`config.mk`:
```
export PLATFORM = sky130hd
export DESIGN_NAME = fetch_control
export DESIGN_NICKNAME = d
export VERILOG_FILES = /design/src/rtl/fetch_control.sv
export SDC_FILE = /design/constraint.sdc
export NUM_CORES = 1
export LEC_CHECK = 0
export ABC_AREA = 1
export CORE_UTILIZATION = 50
export CTS_CLUSTER_DIAMETER = 120
export DETAILED_ROUTE_END_ITERATION = 8
export GPL_ROUTABILITY_DRIVEN = 0
export GPL_TIMING_DRIVEN = 0
export PLACE_DENSITY = 0.85
export SYNTH_ARGS = -nofsm -noshare
export SYNTH_HDL_FRONTEND = slang
export SYNTH_SLANG_ARGS = --single-unit
```
`constraint.sdc`:
```
create_clock -name clk -period 2.91 [get_ports clk]
set_input_delay 0.4365 -clock clk [delete_from_list [all_inputs] [get_ports clk]]
set_output_delay 0.4365 -clock clk [all_outputs]
set_load 0.03 [all_outputs]
```
`src/rtl/fetch_control.sv`:
```
// rtl/fetch_control.sv - instruction fetch sequencer with 2-entry prefetch buffer
//
// Purpose: walks a program counter through instruction memory, buffering up to
// two {pc, instr} pairs for the decode stage. Fetch stops after a HALT opcode
// and restarts on start or redirect. Redirects flush all buffered entries.
//
// Ports:
//   clk, reset            - clock, synchronous active-high reset
//   start, start_pc       - begin fetching at start_pc (IDLE/HALT only)
//   imem_pc, imem_instr   - instruction memory address / combinational read data
//   redirect_valid/_pc    - branch/jump redirect (FETCH/HALT only, beats start)
//   out_valid/_instr/_pc  - buffer head presented to decode
//   out_ready             - decode accepts head
//   busy, halted          - FETCH state / HALT with empty buffer
module fetch_control #(
  parameter int         PC_W    = 12,
  parameter int         INSTR_W = 16,
  parameter logic [3:0] HALT_OP = 4'b1111
) (
  input  logic               clk,
  input  logic               reset,
  input  logic               start,
  input  logic [PC_W-1:0]    start_pc,
  output logic [PC_W-1:0]    imem_pc,
  input  logic [INSTR_W-1:0] imem_instr,
  input  logic               redirect_valid,
  input  logic [PC_W-1:0]    redirect_pc,
  output logic               out_valid,
  output logic [INSTR_W-1:0] out_instr,
  output logic [PC_W-1:0]    out_pc,
  input  logic               out_ready,
  output logic               busy,
  output logic               halted
);

  typedef enum logic [1:0] {
    IDLE  = 2'd0,
    FETCH = 2'd1,
    HALT  = 2'd2
  } state_t;

  state_t            state, state_next;
  logic [PC_W-1:0]   pc, pc_next;

  logic [PC_W-1:0]    buf_pc    [2];
  logic [INSTR_W-1:0] buf_instr [2];
  logic               head;
  logic [1:0]         count;
  logic               tail;

  logic flush;
  logic push;
  logic pop;
  logic slot_free;
  logic halt_fetch;

  // Tail slot is the one after the head when a single entry is held; with
  // zero or two entries it coincides with the head slot.
  assign tail       = head ^ count[0];
  assign pop        = out_valid && out_ready;
  assign slot_free  = (count != 2'd2) || pop;
  assign halt_fetch = (imem_instr[15:12] == HALT_OP);

  assign imem_pc   = pc;
  assign out_valid = (count != 2'd0);
  assign out_instr = buf_instr[head];
  assign out_pc    = buf_pc[head];
  assign busy      = (state == FETCH);
  assign halted    = (state == HALT) && (count == 2'd0);

  always_comb begin
    state_next = state;
    pc_next    = pc;
    flush      = 1'b0;
    push       = 1'b0;
    case (state)
      IDLE: begin
        if (start) begin
          state_next = FETCH;
          pc_next    = start_pc;
          flush      = 1'b1;
        end
      end
      FETCH: begin
        if (redirect_valid) begin
          pc_next = redirect_pc;
          flush   = 1'b1;
        end else if (slot_free) begin
          push = 1'b1;
          // HALT is buffered like any instruction but the PC parks on it.
          if (halt_fetch) state_next = HALT;
          else            pc_next    = pc + PC_W'(1);
        end
      end
      HALT: begin
        if (redirect_valid) begin
          state_next = FETCH;
          pc_next    = redirect_pc;
          flush      = 1'b1;
        end else if (start) begin
          state_next = FETCH;
          pc_next    = start_pc;
          flush      = 1'b1;
        end
      end
      default: state_next = IDLE;
    endcase
  end

  always_ff @(posedge clk) begin
    if (reset) begin
      state        <= IDLE;
      pc           <= '0;
      head         <= 1'b0;
      count        <= 2'd0;
      buf_pc[0]    <= '0;
      buf_pc[1]    <= '0;
      buf_instr[0] <= '0;
      buf_instr[1] <= '0;
    end else begin
      state <= state_next;
      pc    <= pc_next;
      if (push) begin
        buf_pc[tail]    <= pc;
        buf_instr[tail] <= imem_instr;
      end
      // A flush voids any handshake in the same cycle.
      if (flush) begin
        head  <= 1'b0;
        count <= 2'd0;
      end else begin
        if (pop) head <= ~head;
        if (push && !pop)      count <= count + 2'd1;
        else if (pop && !push) count <= count - 2'd1;
      end
    end
  end

endmodule

```
==> reports/metrics.yaml, run 1 <==
worst_setup_path:
  required_ns: 2.47
  rr_worst_depth: 10
  rr_startpoint: "state[1]"
  start_kind: "register"
  endpoint_kind: "output pin"
  critPathMaxFanout: 10
  arrival_ns: 2.19
  crit_type: "reg -> out"
finish:
  n_antenna_cell: 0
  final_util_pct: 67.4
  fin_area_um2: 5210
  fin_nets: 570
  drive_above_1_share_pct: 19.1
  area_growth_pct: 30.2
pwr:
  p_sw_uw: 735
  seqPwrFrac_pct: 46.9
  power.leakage_nw: 2.02
  swShare_pct: 28.0
  peakVddDrop_mv: 0.229
  pwr-share-clk_pct: 33.7
  power_density_nw_per_um2: 503
  pwr-share-comb_pct: 19.4
  p_int_mw: 1.89
  power_mw: 2.62
sta:
  fin_crit_sh_pct: 90.3
  min_period_ns: 2.63
  relSlewSlack_pct: 54.4
  hold_viol: 0
  tightest_slew_ns: 0.682
  clock_skew_ns: 0.00903
  drv_slew: 0
  fmax_ghz: 0.381
  whs_ns: 0.519
  rsz0062_at_grt: "false"
  setup_viol: 0
  setup_ws_ns: 0.282
floorplanning:
  dieArea_um2: 8360
  boundaryPins: 88
  rows: 32
  die_w_um: 91.5
  die_y_um: 91.5
  start_util_pct: 51.8
  core_region_area_um2: 7730
global_route:
  grt_pass1_wl_um: 14900
  antenna_found_initial: 0
  grt_util_all_layers_pct: 23.3
  grt_max_degree: 29
  grt_pass1_vias: 3234
  grt.overflow.total: 0
synth:
  synth_top_area_share_pct: 42.0
  synth_cell_types: 33
  seq_area_frac_synth_pct: 51.0
  syn-instance-count: 422
  synth_nets: 473
  yosys_warnings: 0
  netlist_area_um2: 4000
  ys_ff_latch: 74
  avgSynthCellArea_um2: 9.48
  yosys-top-cells-area: "edfxtp_1, dfxtp_1, mux2_2"
  yosysTopAreaCell: "edfxtp_1"
clocking:
  clkLatencyLatePin_ns: 0.36
  ctsHoldBuffers: 0
  cts_buffers: 9
  ctsLongestPathBuffers: 2
  clk_pin_slew_ns: 0.08
  cts_tree: "done"
  htree_num_levels: 3
  clock-sinks: 74
  cts_root_buf: "clkbuf_8"
route:
  drt_iter0_drc: 170
  via_per_inst: 5.28
  vias: 3307
  dr.pass1.iters: 5
  drc_errors: 0
  wirelength_um: 9260
  ant_nets: 0
  wire_per_inst_um: 14.8
min_path:
  min-delay-start: "imem_pc[11]"
  hold_depth: 2
  worst_hold_path_type: "reg -> reg"
status:
  status: "completed"
placed_design:
  port_buffers: 86
  place_hpwl_um: 6610
  placed_area_um2: 4990
  post-place-ws_ns: -0.132
job:
  maxCapViolCount: 0
[Yosys cell counts]
cell type,n
nand3_2,1
clkbuf_1,3
ha_1,6
or2_2,2
xnor2_1,1
inv_4,1
edfxtp_1,56
nand3_1,10
nor2_4,11
o211ai_1,3
clkinv_4,1
o21ai_1,9
o21ai_0,23
buf_2,6
nand3b_4,1
buf_12,1
nand2_4,3
a21oi_4,1
mux2_2,28
a21oi_1,29
nor2_2,11
nor2_1,56
xor2_1,1
nand2_1,79
nand2_2,5
o221ai_1,1
nand4_1,4
dfxtp_1,18
buf_6,4
inv_1,38
inv_2,4
a22oi_1,2
buf_4,3
[sequential cells by signal, indices dropped and copies added (netlist names), named ones only]
name       count
buf_instr     32
buf_pc        24
count          2
head           1
imem_pc       12
state          2
[worst max-delay path: stages, from the launching register on]
cell and delay [ns]:
dfxtp_1 0.32, buf_2 0.23, buf_2 0.30, mux2_2 0.38, clkdlybuf4s50_1 0.61
[final cells by class]
type | count | area, µm²
timing repair buffer | 86 | 861
fill | 632 | 2520
inverter | 44 | 173
tap | 102 | 128
buffer | 17 | 129
clock inverter | 7 | 92.6
multi-input combinational | 287 | 1660
sequential | 74 | 2040
clock buffer | 9 | 124
[kinds of logic after synthesis]
kind of cell / synth area share, %
buffers and inverters: 7.54
AND/OR/NAND/NOR: 22.0
AO/OA/AOI/OAI: 9.19
XOR/XNOR: 0.438
adder cells (fa/ha/maj): 1.88
multiplexers: 7.88
flip-flops: 51.0
[through the flow]
stage | std cells | setup TNS, ns
finish | 626 | 0
detailed placement | 610 | -6.79
global route | 626 | 0
CTS | 626 | 0
global placement | 610 | -4.43
floorplan | 422 | 0
[layer usage]
layer	vias to the layer above	GRT usage (%)	wire length [µm]
li1	1596	-	-
met1	1531	29.0	3870
met2	165	38.9	4480
met3	15	5.95	731
met4	0	8.47	173
met5	-	0	0
[layout by cell type, fill, tap and decap left out, types with 2 or more instances in the layout]
cell type / instances
clkdlybuf4s50_1: 86
nand2_1: 77
nor2_1: 56
edfxtp_1: 56
inv_1: 38
a21oi_1: 29
mux2_2: 28
o21ai_0: 23
dfxtp_1: 18
nor2_4: 11
nor2_2: 11
nand3_1: 10
o21ai_1: 9
clkbuf_8: 9
nand2_2: 7
buf_2: 6
ha_1: 6
inv_2: 4
buf_6: 4
nand4_1: 4
nand2_4: 3
clkbuf_1: 3
buf_4: 3
o211ai_1: 3
or2_2: 2
a22oi_1: 2
clkinvlp_4: 2
bufinv_16: 2
[power groups by stage]
stage	Combinational, mW	Sequential, mW	Clock (mW)
global route	0.546	1.23	0.922
CTS	0.507	1.23	0.884
floorplan	0.276	1.27	0
global placement	0.492	1.25	0
detailed placement	0.504	1.25	0
finish	0.509	1.23	0.884
[timing repair]
action                     in CTS  in global routing
setup buffers                   0                  0
setup endpoints to repair       0                 56
resized for setup               0                  2
[worst paths after layout]
kind / endpoint / slack, ns
setup / recovery: out_instr[13] / 0.28
setup reg to reg: buf_instr[0][15] / 0.49
hold / removal: imem_pc[11] / 0.52
hold reg to reg: imem_pc[11] / 0.52
(Power assumes the default switching activity.)
==> run 2, diff against run 1 <==
--- a/config.mk
+++ b/config.mk
@@ -9,7 +9,6 @@
 export CORE_UTILIZATION = 50
 export CTS_CLUSTER_DIAMETER = 120
 export DETAILED_ROUTE_END_ITERATION = 8
-export GPL_ROUTABILITY_DRIVEN = 0
 export GPL_TIMING_DRIVEN = 0
 export PLACE_DENSITY = 0.85
 export SYNTH_ARGS = -nofsm -noshare
==> reports/metrics.yaml, run 2 (same netlist as run 1, synthesis figures left out) <==
clocking:
  cts_root_buf: "clkbuf_8"
  cts_tree: "done"
  ctsHoldBuffers: 0  # unchanged
  clk_pin_slew_ns: 0.08  # about the same
  cts_buffers: 9  # unchanged
  ctsResizeCount: 0  # unchanged
  ctsLongestPathBuffers: 2  # unchanged
  clkLatencyLatePin_ns: 0.34  # -0.02 ns
  clock-sinks: 74  # unchanged
  post_cts_buffers: 0  # unchanged
  htree_num_levels: 3  # unchanged
finish:
  final_util_pct: 67.2  # -0.28 points
  fin_nets: 570  # unchanged
  drive_above_1_share_pct: 19.1  # unchanged
  fillers: 615  # -2.7%
  regMostFlops: "buf_instr"
  area_growth_pct: 29.7
  final_common_cell: "clkdlybuf4s50_1"
  final_cells: 626  # unchanged
  largest_reg_flops: 32  # unchanged
  layout_common_cells: "clkdlybuf4s50_1, nand2_1, nor2_1, edfxtp_1, inv_1"
  n_antenna_cell: 0  # unchanged
placed_design:
  place_hpwl_um: 6610  # about the same
  gp_congestion: 0.856
  port_buffers: 86  # unchanged
  post-place-ws_ns: -0.128  # +0.00451 ns
  place_inst: 610  # unchanged
sta:
  tns_ns: 0  # unchanged
  relSlewSlack_pct: 53.4  # -0.97 points
  hold_viol: 0  # unchanged
  fmax_ghz: 0.378  # -0.61%
  rsz0062_at_grt: "false"
  setup_viol: 0  # unchanged
  drv_slew: 0  # unchanged
  setup_ws_ns: 0.266  # -0.0161 ns
  tightest_slew_ns: 0.696  # +0.0145 ns
  fin_crit_sh_pct: 90.9  # +0.55 points
  min_period_ns: 2.64  # +0.0161 ns
  clock_skew_ns: 0.00561  # -0.00341 ns
pwr:
  power_density_nw_per_um2: 486  # -3.4%
  seqPwrFrac_pct: 48.7  # +1.8 points
  p_sw_uw: 719  # -2.1%
  pwr-share-comb_pct: 20.2  # +0.8 points
  power.leakage_nw: 2.01  # -0.54%
  swShare_pct: 28.5  # +0.48 points
  power_mw: 2.52  # -3.8%
  pwr-share-clk_pct: 31.2  # -2.5 points
  peakVddDrop_mv: 0.245  # +7.2%
  p_int_mw: 1.80  # -4.4%
route:
  route.met2.wl_um: 4620  # +3.0%
  vias: 3264  # -1.3%
  ant_nets: 0  # unchanged
  maxUsedRoutingLayer: "met4"
  wire_per_inst_um: 14.9  # +0.72%
  wirelength_um: 9320  # +0.72%
  via_per_inst: 5.21  # -1.3%
  drc_errors: 0  # unchanged
  drt_iter0_drc: 132  # -22%
  m1WireLength_um: 3960  # +2.4%
  dr.pass1.iters: 5  # unchanged
  wl_met3_um: 671  # -8.2%
worst_setup_path:
  rr_startpoint: "state[1]"
  start_kind: "register"
  required_ns: 2.47  # about the same
  r2r_slack_ns: 0.48  # about the same
  crit_family: "buffers and inverters"
  critPathMaxFanout: 10  # unchanged
  path_cells: "buf_2 > buf_2 > mux2_2 > clkdlybuf4s50_1"
  arrival_ns: 2.21  # +0.02 ns
  crit_path_end: "out_instr[12]"
  reg2reg_to: "buf_instr[1][8]"
  crit_type: "reg -> out"
  path_common_cell: "buf_2"
  cp_num_cells: 4  # unchanged
  rr_worst_depth: 10  # unchanged
  path_buf_inv: 3  # unchanged
  critPathSlowestCell: "clkdlybuf4s50_1"
  endpoint_kind: "output pin"
  critPathMaxStageDelay_ns: 0.60  # about the same
floorplanning:
  die_y_um: 91.5  # unchanged
  start_util_pct: 51.8  # unchanged
  die_w_um: 91.5  # unchanged
  boundaryPins: 88  # unchanged
  rows: 32  # unchanged
  core_region_area_um2: 7730  # unchanged
  dieArea_um2: 8360  # unchanged
global_route:
  grt_pass1_wl_um: 15000  # +0.37%
  grt_max_degree: 29  # unchanged
  antenna_found_initial: 0  # unchanged
  grt_pass1_vias: 3148  # -2.7%
  grt.overflow.total: 0  # unchanged
  grt_util_all_layers_pct: 23.0  # -0.24 points
min_path:
  worst_hold_path_type: "reg -> reg"
status:
  status: "completed"
job:
  maxCapViolCount: 0  # unchanged
-- run 2: cell types whose count changed in the layout (fill, tap and decap cells not counted) --
cell,before,now
clkbuf_1,3,4
clkinv_1,1,0
clkinv_4,1,3
bufinv_16,2,1
inv_6,1,0
-- run 2: cell type report --
class,count,area [µm²],area share (%)
Buffer,17,129,2.48
Clock buffer,10,128,2.46
Clock inverter,6,67.6,1.30
Inverter,44,173,3.33
Multi-Input combinational cell,287,1660,32.0
Sequential cell,74,2040,39.3
Tap cell,102,128,2.46
Timing Repair Buffer,86,861,16.6
-- run 2: tightest hold or removal path: stages (launching register included) --
cell	delay (ns)
dfxtp_1	0.33
nand2_1	0.09
a21oi_1	0.06
-- run 2: per-stage QoR --
| step | hold WS, ns | cell area (µm²) |
|---|---|---|
| after floorplan | 0.486 | 4000 |
| after global placement | 0.494 | 4990 |
| after detailed placement | 0.501 | 4990 |
| after CTS | 0.517 | 5180 |
| after global routing | 0.544 | 5190 |
| final | 0.521 | 5190 |
-- run 2: how the worst min path moves through the flow --
stage | end | start | slack (ns) | depth (start not counted)
2_1_floorplan | register | head | 0.49 | 2
3_3_place_gp | imem_pc[11] | imem_pc[11] | 0.49 | 2
3_5_place_dp | imem_pc[11] | imem_pc[11] | 0.50 | 2
4_1_cts | imem_pc[11] | imem_pc[11] | 0.52 | 2
5_1_grt | imem_pc[11] | imem_pc[11] | 0.54 | 2
6_report | head | head | 0.52 | 2
-- run 2: layer usage --
| metal | vias to the layer above | GRT usage, % |
|---|---|---|
| met5 | - | 0 |
| met2 | 142 | 39.0 |
| li1 | 1599 | - |
| met4 | 0 | 7.80 |
| met3 | 7 | 4.36 |
| met1 | 1516 | 29.5 |
-- run 2: power by group through the flow --
stage / Clock [mW] / Combinational, mW / Sequential (mW)
floorplan: 0 / 0.276 / 1.27
global placement: 0 / 0.495 / 1.25
detailed placement: 0 / 0.503 / 1.25
CTS: 0.795 / 0.507 / 1.23
global route: 0.826 / 0.547 / 1.24
finish: 0.786 / 0.509 / 1.23
